$ cat src/rtl/package_settings.sv
// Project-wide data widths shared by the ADC front end and the shaping filters.
package package_settings;
    localparam int SIZE_ADC_DATA    = 14;
    localparam int SIZE_FILTER_DATA = 16;
endpackage

$ cat src/rtl/trap_filter_pkg.sv
// Shared types, reset-time configuration and write legality check for trap_filter_cfg.
package trap_filter_pkg;
    typedef enum logic [1:0] {FLUSH, FILL, RUN} state_e;

    localparam int DEF_K  = 5;
    localparam int DEF_L  = 5;
    localparam int DEF_M  = 16;
    localparam int DEF_SH = 4;

    function automatic logic cfg_legal(input int k, input int l, input int sh,
                                       input int kmax, input int lmax, input int acc_w);
        return (k >= 1) && (k <= l) && (l <= lmax) && (k <= kmax) && (sh < acc_w);
    endfunction
endpackage

$ cat src/rtl/trap_delay_line.sv
// Sample history for the trapezoid difference: shift register with clear and
// run-time selected taps at K, L and K+L samples back.
module trap_delay_line #(
    parameter int DEPTH = 48,
    parameter int DW    = 14,
    parameter int IW    = $clog2(DEPTH + 1)
) (
    input  logic          clk,
    input  logic          clr_i,
    input  logic          shift_i,
    input  logic [DW-1:0] din_i,
    input  logic [IW-1:0] k_i,
    input  logic [IW-1:0] l_i,
    output logic [DW-1:0] tap0_o,
    output logic [DW-1:0] tapk_o,
    output logic [DW-1:0] tapl_o,
    output logic [DW-1:0] tapkl_o
);
    // Entry 0 is the newest sample x[n]; entry i holds x[n-i].
    logic [DEPTH:0][DW-1:0] line_q;
    logic [IW-1:0]          kl;

    always_ff @(posedge clk) begin
        if (clr_i)        line_q <= '0;
        else if (shift_i) line_q <= {line_q[DEPTH-1:0], din_i};
    end

    assign kl      = k_i + l_i;
    assign tap0_o  = line_q[0];
    assign tapk_o  = line_q[k_i];
    assign tapl_o  = line_q[l_i];
    assign tapkl_o = line_q[kl];
endmodule

$ cat src/rtl/trap_filter_cfg.sv
// Runtime-configurable trapezoidal shaper: delay-line difference, pole-zero
// correction, double accumulation, shift and saturating clip, with settle FSM.
module trap_filter_cfg
    import package_settings::*;
    import trap_filter_pkg::*;
#(
    parameter int KMAX   = 16,
    parameter int LMAX   = 32,
    parameter int MW     = 10,
    parameter int SHW    = 6,
    parameter int ACC_W  = 48,
    parameter int K_DEF  = DEF_K,
    parameter int L_DEF  = DEF_L,
    parameter int M_DEF  = DEF_M,
    parameter int SH_DEF = DEF_SH
) (
    input  logic                               clk,
    input  logic                               reset,
    input  logic                               in_valid,
    output logic                               in_ready,
    input  logic [SIZE_ADC_DATA-1:0]           input_data,
    input  logic                               cfg_we,
    input  logic [$clog2(KMAX+1)-1:0]          cfg_k,
    input  logic [$clog2(LMAX+1)-1:0]          cfg_l,
    input  logic [MW-1:0]                      cfg_m,
    input  logic [SHW-1:0]                     cfg_shift,
    output logic                               cfg_err,
    output logic                               out_valid,
    output logic signed [SIZE_FILTER_DATA-1:0] output_data,
    output logic                               out_sat
);
    localparam int KW     = $clog2(KMAX + 1);
    localparam int LW     = $clog2(LMAX + 1);
    localparam int AW     = SIZE_ADC_DATA;
    localparam int FW     = SIZE_FILTER_DATA;
    localparam int DEPTH  = KMAX + LMAX;
    localparam int IW     = $clog2(DEPTH + 1);
    localparam int STAGES = 5;
    localparam logic signed [ACC_W-1:0] OMAX = {{(ACC_W-FW+1){1'b0}}, {(FW-1){1'b1}}};
    localparam logic signed [ACC_W-1:0] OMIN = {{(ACC_W-FW+1){1'b1}}, {(FW-1){1'b0}}};

    state_e          state_q;
    logic [KW-1:0]   k_q;
    logic [LW-1:0]   l_q;
    logic [MW-1:0]   m_q;
    logic [SHW-1:0]  sh_q;
    logic [IW-1:0]   fill_q, kl_sum;
    logic            in_ready_q, cfg_err_q;
    logic            accept, legal, restart, clr;

    assign accept  = in_valid && in_ready_q && !cfg_we;
    assign legal   = cfg_legal(int'(cfg_k), int'(cfg_l), int'(cfg_shift), KMAX, LMAX, ACC_W);
    assign restart = cfg_we && legal;
    assign kl_sum  = IW'(k_q) + IW'(l_q);
    // A legal write drops in-flight work immediately; FLUSH then clears once more.
    assign clr     = !reset || restart || (state_q == FLUSH);

    always_ff @(posedge clk) begin
        if (!reset) begin
            state_q    <= FILL;
            k_q        <= KW'(K_DEF);
            l_q        <= LW'(L_DEF);
            m_q        <= MW'(M_DEF);
            sh_q       <= SHW'(SH_DEF);
            fill_q     <= '0;
            in_ready_q <= 1'b0;
            cfg_err_q  <= 1'b0;
        end else begin
            cfg_err_q  <= cfg_we && !legal;
            in_ready_q <= !restart;
            if (restart) begin
                k_q     <= cfg_k;
                l_q     <= cfg_l;
                m_q     <= cfg_m;
                sh_q    <= cfg_shift;
                fill_q  <= '0;
                state_q <= FLUSH;
            end else begin
                case (state_q)
                    FLUSH: begin
                        fill_q  <= '0;
                        state_q <= FILL;
                    end
                    FILL: if (accept) begin
                        fill_q <= fill_q + IW'(1);
                        if (fill_q == kl_sum - IW'(1)) state_q <= RUN;
                    end
                    RUN: ;
                    default: state_q <= FILL;
                endcase
            end
        end
    end

    logic [AW-1:0] tap0, tapk, tapl, tapkl;

    trap_delay_line #(.DEPTH(DEPTH), .DW(AW), .IW(IW)) u_dly (
        .clk     (clk),
        .clr_i   (clr),
        .shift_i (accept),
        .din_i   (input_data),
        .k_i     (IW'(k_q)),
        .l_i     (IW'(l_q)),
        .tap0_o  (tap0),
        .tapk_o  (tapk),
        .tapl_o  (tapl),
        .tapkl_o (tapkl)
    );

    logic signed [ACC_W-1:0] x0, xk, xl, xkl, d2_d, m_ext, shifted;
    logic signed [ACC_W-1:0] d2_q, p_q, md2_q, r_q, s_q;
    logic signed [FW-1:0]    sat_val, out_data_q;
    logic                    sat_flag, out_sat_q;
    logic [STAGES-1:0]       vld_pipe;
    logic [STAGES:0]         qual_pipe;

    assign x0    = signed'(ACC_W'(tap0));
    assign xk    = signed'(ACC_W'(tapk));
    assign xl    = signed'(ACC_W'(tapl));
    assign xkl   = signed'(ACC_W'(tapkl));
    assign d2_d  = (x0 - xk) - (xl - xkl);
    assign m_ext = signed'(ACC_W'(m_q));

    always_comb begin
        shifted  = s_q >>> sh_q;
        sat_val  = shifted[FW-1:0];
        sat_flag = 1'b0;
        if (shifted > OMAX) begin
            sat_val  = OMAX[FW-1:0];
            sat_flag = 1'b1;
        end else if (shifted < OMIN) begin
            sat_val  = OMIN[FW-1:0];
            sat_flag = 1'b1;
        end
    end

    // vld_pipe[i] marks stage S(i+1) loading; qual_pipe additionally requires RUN.
    always_ff @(posedge clk) begin
        if (clr) begin
            vld_pipe   <= '0;
            qual_pipe  <= '0;
            d2_q       <= '0;
            p_q        <= '0;
            md2_q      <= '0;
            r_q        <= '0;
            s_q        <= '0;
            out_data_q <= '0;
            out_sat_q  <= 1'b0;
        end else begin
            vld_pipe  <= {vld_pipe[STAGES-2:0], accept};
            qual_pipe <= {qual_pipe[STAGES-1:0], accept && (state_q == RUN)};
            if (vld_pipe[0]) d2_q <= d2_d;
            if (vld_pipe[1]) begin
                p_q   <= p_q + d2_q;
                md2_q <= d2_q * m_ext;
            end
            if (vld_pipe[2]) r_q <= p_q + md2_q;
            if (vld_pipe[3]) s_q <= s_q + r_q;
            if (vld_pipe[4]) begin
                out_data_q <= sat_val;
                out_sat_q  <= sat_flag;
            end
        end
    end

    assign in_ready    = in_ready_q;
    assign cfg_err     = cfg_err_q;
    assign out_valid   = qual_pipe[STAGES];
    assign output_data = out_data_q;
    assign out_sat     = out_sat_q;
endmodule

$ cat config.mk
export PLATFORM = sky130hd
export DESIGN_NAME = trap_filter_cfg
export DESIGN_NICKNAME = d
export VERILOG_FILES = /design/src/rtl/package_settings.sv /design/src/rtl/trap_filter_pkg.sv /design/src/rtl/trap_delay_line.sv /design/src/rtl/trap_filter_cfg.sv
export SDC_FILE = /design/constraint.sdc
export NUM_CORES = 2
export LEC_CHECK = 0
export CAP_MARGIN = 20
export CORE_MARGIN = 2
export CORE_UTILIZATION = 57
export CTS_CLUSTER_SIZE = 28
export DETAILED_ROUTE_END_ITERATION = 16
export GPL_ROUTABILITY_DRIVEN = 0
export PLACE_DENSITY = 0.76
export SYNTH_ARGS = -nofsm -noshare
export SYNTH_HDL_FRONTEND = slang
export SYNTH_SLANG_ARGS = --single-unit
export TNS_END_PERCENT = 100
$ cat constraint.sdc
create_clock -name clk -period 6.5 [get_ports clk]
set_input_delay 1.95 -clock clk [delete_from_list [all_inputs] [get_ports clk]]
set_output_delay 1.95 -clock clk [all_outputs]
set_load 0.05 [all_outputs]
==> flow_summary.yaml <==
power:
  p_int_uw: 10500
  switching_share_pct: 26.5
  p_sw_uw: 3800
  finalPower_uw: 14300
  p_seq_share_pct: 41.6
  power_frac_comb_pct: 11.8
  clkPwrFrac_pct: 46.6
  p_leak_uw: 0.0275
  p_per_area_nw_per_um2: 196
  vdd_drop_max_mv: 0.222
die:
  die_area_sq_um: 120000
  core-area_sq_um: 116000
  rows: 125
  fp.dieH_um: 346
  dieWidth_um: 346
  ioPinCount: 65
  initial_utilization_pct: 57.4
global_routing:
  track_usage_pct: 29.8
  grt_pass1_wl_mm: 292
  grt-ovfl-total: 0
  antenna_found_initial: 2
  grt_pass1_vias: 54600
  grt_max_degree: 182
yosys:
  synthArstFlopShare_pct: 0
  postSynthCellCount: 7383
  syn_avg_cell_area_sq_um: 9.04
  synthFlopType: "dfxtp_1"
  yosys-top-cells-count: "1703 x nand2_1, 959 x dfxtp_1, 946 x a21oi_1"
  synth.most_common_cell: "nand2_1"
  synth.distinct_cells: 93
  yosysSeqAreaShare_pct: 28.8
  synth_warnings: 0
  netlist.area_leader.share_pct: 28.8
  synth_area_sq_um: 66700
  synth_area_leaders: "dfxtp_1 29%, mux4_2 20%, nand2_1 9.6%"
  ys_seq_elements: 959
  synth_edf_count: 0
  yosysTopAreaCell: "dfxtp_1"
  syn_nets: 7847
worst_setup_path:
  cp-end-kind: "register"
  cp-startpoint: "l_q[0]"
  worstSetupPathType: "register to register"
  arrival_ns: 6.83
  cp-start-kind: "register"
  regToRegStartpoint: "l_q[0]"
  cp.required_ns: 7.11
  path_max_fanout: 19
sta:
  final-max-slew-violation-count: 0
  final.min_clock_period_ns: 6.22
  rsz0062_at_grt: "true"
  finalCritPeriodShare_pct: 95.7
  worstMarginPinSlew_ns: 0.985
  setup_violations: 0
  fin_skew_ns: 0.0633
  hold_viol: 0
  fmax_ghz: 0.161
  slew-limit-headroom_pct: 34.3
  final.setup.tns_ns: 0
final_layout:
  final_design_area_no_fill_sq_um: 73000
  drive_above_1_share_pct: 14.6
  register_area_sq_um: 19200
  diodes: 0
  fillers: 9168
  multi_input_area_sq_um: 44400
  nets: 7650
  syn_to_final_growth_pct: 9.39
  stdcell_count: 8803
drt:
  remaining_drc_errors: 0
  wl_per_cell_um: 20.6
  vias: 56500
  viasPerCell: 6.42
  drt_iter0_drc: 6011
  drt-total-wl_mm: 182
  drtPass1Iterations: 8
  drtAntennaViolNets: 0
min_path:
  hold_start: "qual_pipe[4]"
  min_path_type: "register to register"
clock_tree:
  cts-root-buf: "clkbuf_16"
  cts_hold_buf: 0
  cts_made_buffers: 107
  cts.sinks: 959
  clk_latency_ns: 0.73
  tritoncts: "yes"
  clk_pin_slew_ns: 0.06
  cts_buffer_depth: 3
  h-tree-depth: 3
placement:
  placedCellCount: 8596
  dp.final_hpwl_mm: 125
  io_buffers: 64
  post_dp_cell_area_sq_um: 68900
outcome:
  status: "complete, no violations"
job:
  cap_violations: 0
==> worst paths after layout <==
check	endpoint	slack [ns]	depth (start not counted)
worst max-delay path	d2_q[14]	0.28	26
worst min-delay path	qual_pipe[5]	0.43	1
worst max register to register	d2_q[14]	0.28	26
worst min register to register	qual_pipe[5]	0.43	1
==> final cells by class <==
| class | instances | area share, % |
|---|---|---|
| multi-input cells | 5589 | 60.8 |
| well taps | 1524 | 2.61 |
| flip-flops and latches | 959 | 26.4 |
| inverters | 279 | 1.44 |
| clock inverters | 64 | 1.24 |
| clock buffers | 138 | 4.15 |
| repair buffers | 250 | 3.37 |
==> layout by cell type (no fill, tap or decap), drive strengths merged, types with 63 or more instances in the layout <==
cell type and n:
a211oi 66, a21o 118, a21oi 947, and2 96
buf 185, clkbuf 139, clkdlybuf4s50 64, dfxtp 959
fa 156, ha 263, inv 286, mux2i 235
mux4 607, nand2 1704, nor2 370, nor3 63
o21ai 179, xnor2 112, xor2 70
==> power by group through the flow <==
stage	sequential, uW	combinational (uW)	clock [uW]
final	5950	1690	6670
after global routing	5950	1800	6970
after CTS	5950	1640	6740
after detailed placement	6080	1630	0
after global placement	6080	1610	0
after floorplan	6050	1120	0
==> cell families after synthesis <==
kind of cell    synth area share (%)
fa+ha+maj                       9.61
compound gates                  14.0
flops                           28.8
simple gates                    15.9
xor+xnor                        2.39
mux                             24.4
buf+inv                         4.91
==> stage by stage <==
step | setup slack [ns] | hold slack (ns) | utilization [%]
after floorplan | 0.0691 | 0.406 | -
after global placement | -0.0113 | 0.410 | 59.3
after detailed placement | -0.0415 | 0.423 | 59.3
after CTS | 0.0106 | 0.436 | 62.7
after global routing | -0.0416 | 0.448 | 62.8
final | 0.280 | 0.431 | 62.8
==> worst max-delay path: stages (launching register included) <==
cell,delay [ns]
dfxtp_4,0.35
ha_4,0.17
fa_4,0.85
buf_12,0.17
buf_8,0.21
mux4_2,0.52
mux4_2,0.48
mux2i_1,0.15
nor2_1,0.06
a21oi_1,0.19
ha_1,0.29
buf_4,0.15
a21boi_0,0.12
o21ai_1,0.17
a21boi_0,0.11
o21ai_1,0.12
buf_4,0.14
a21oi_1,0.11
o41ai_1,0.27
buf_4,0.19
mux2i_2,0.21
o2111a_1,0.22
ha_1,0.25
a21o_1,0.16
a31oi_1,0.18
xor2_1,0.15
o21ai_0,0.10
==> sequential cells by signal, indices dropped and copies added (netlist names), 2 cells and up <==
register	cells
u_dly.tap0_o	14
p_q	48
output_data	16
qual_pipe	6
state_q	2
d2_q	16
fill_q	6
k_q	5
md2_q	48
sh_q	6
r_q	48
u_dly.line_q	672
vld_pipe	5
s_q	48
m_q	10
l_q	6
==> routing by layer <==
metal | wire length [um] | GRT usage, %
met4 | 8690 | 13.9
met5 | 13 | 0
met3 | 15100 | 5.29
met1 | 72700 | 39.0
met2 | 85100 | 48.2
==> what timing repair did <==
action / CTS / global route
setup endpoints to repair: 4 / 18
cloned: 0 / 1
pin swaps: 0 / 5
resized for setup: 3 / 29
setup buffers: 0 / 3
Power figures use the tool's default switching activity.
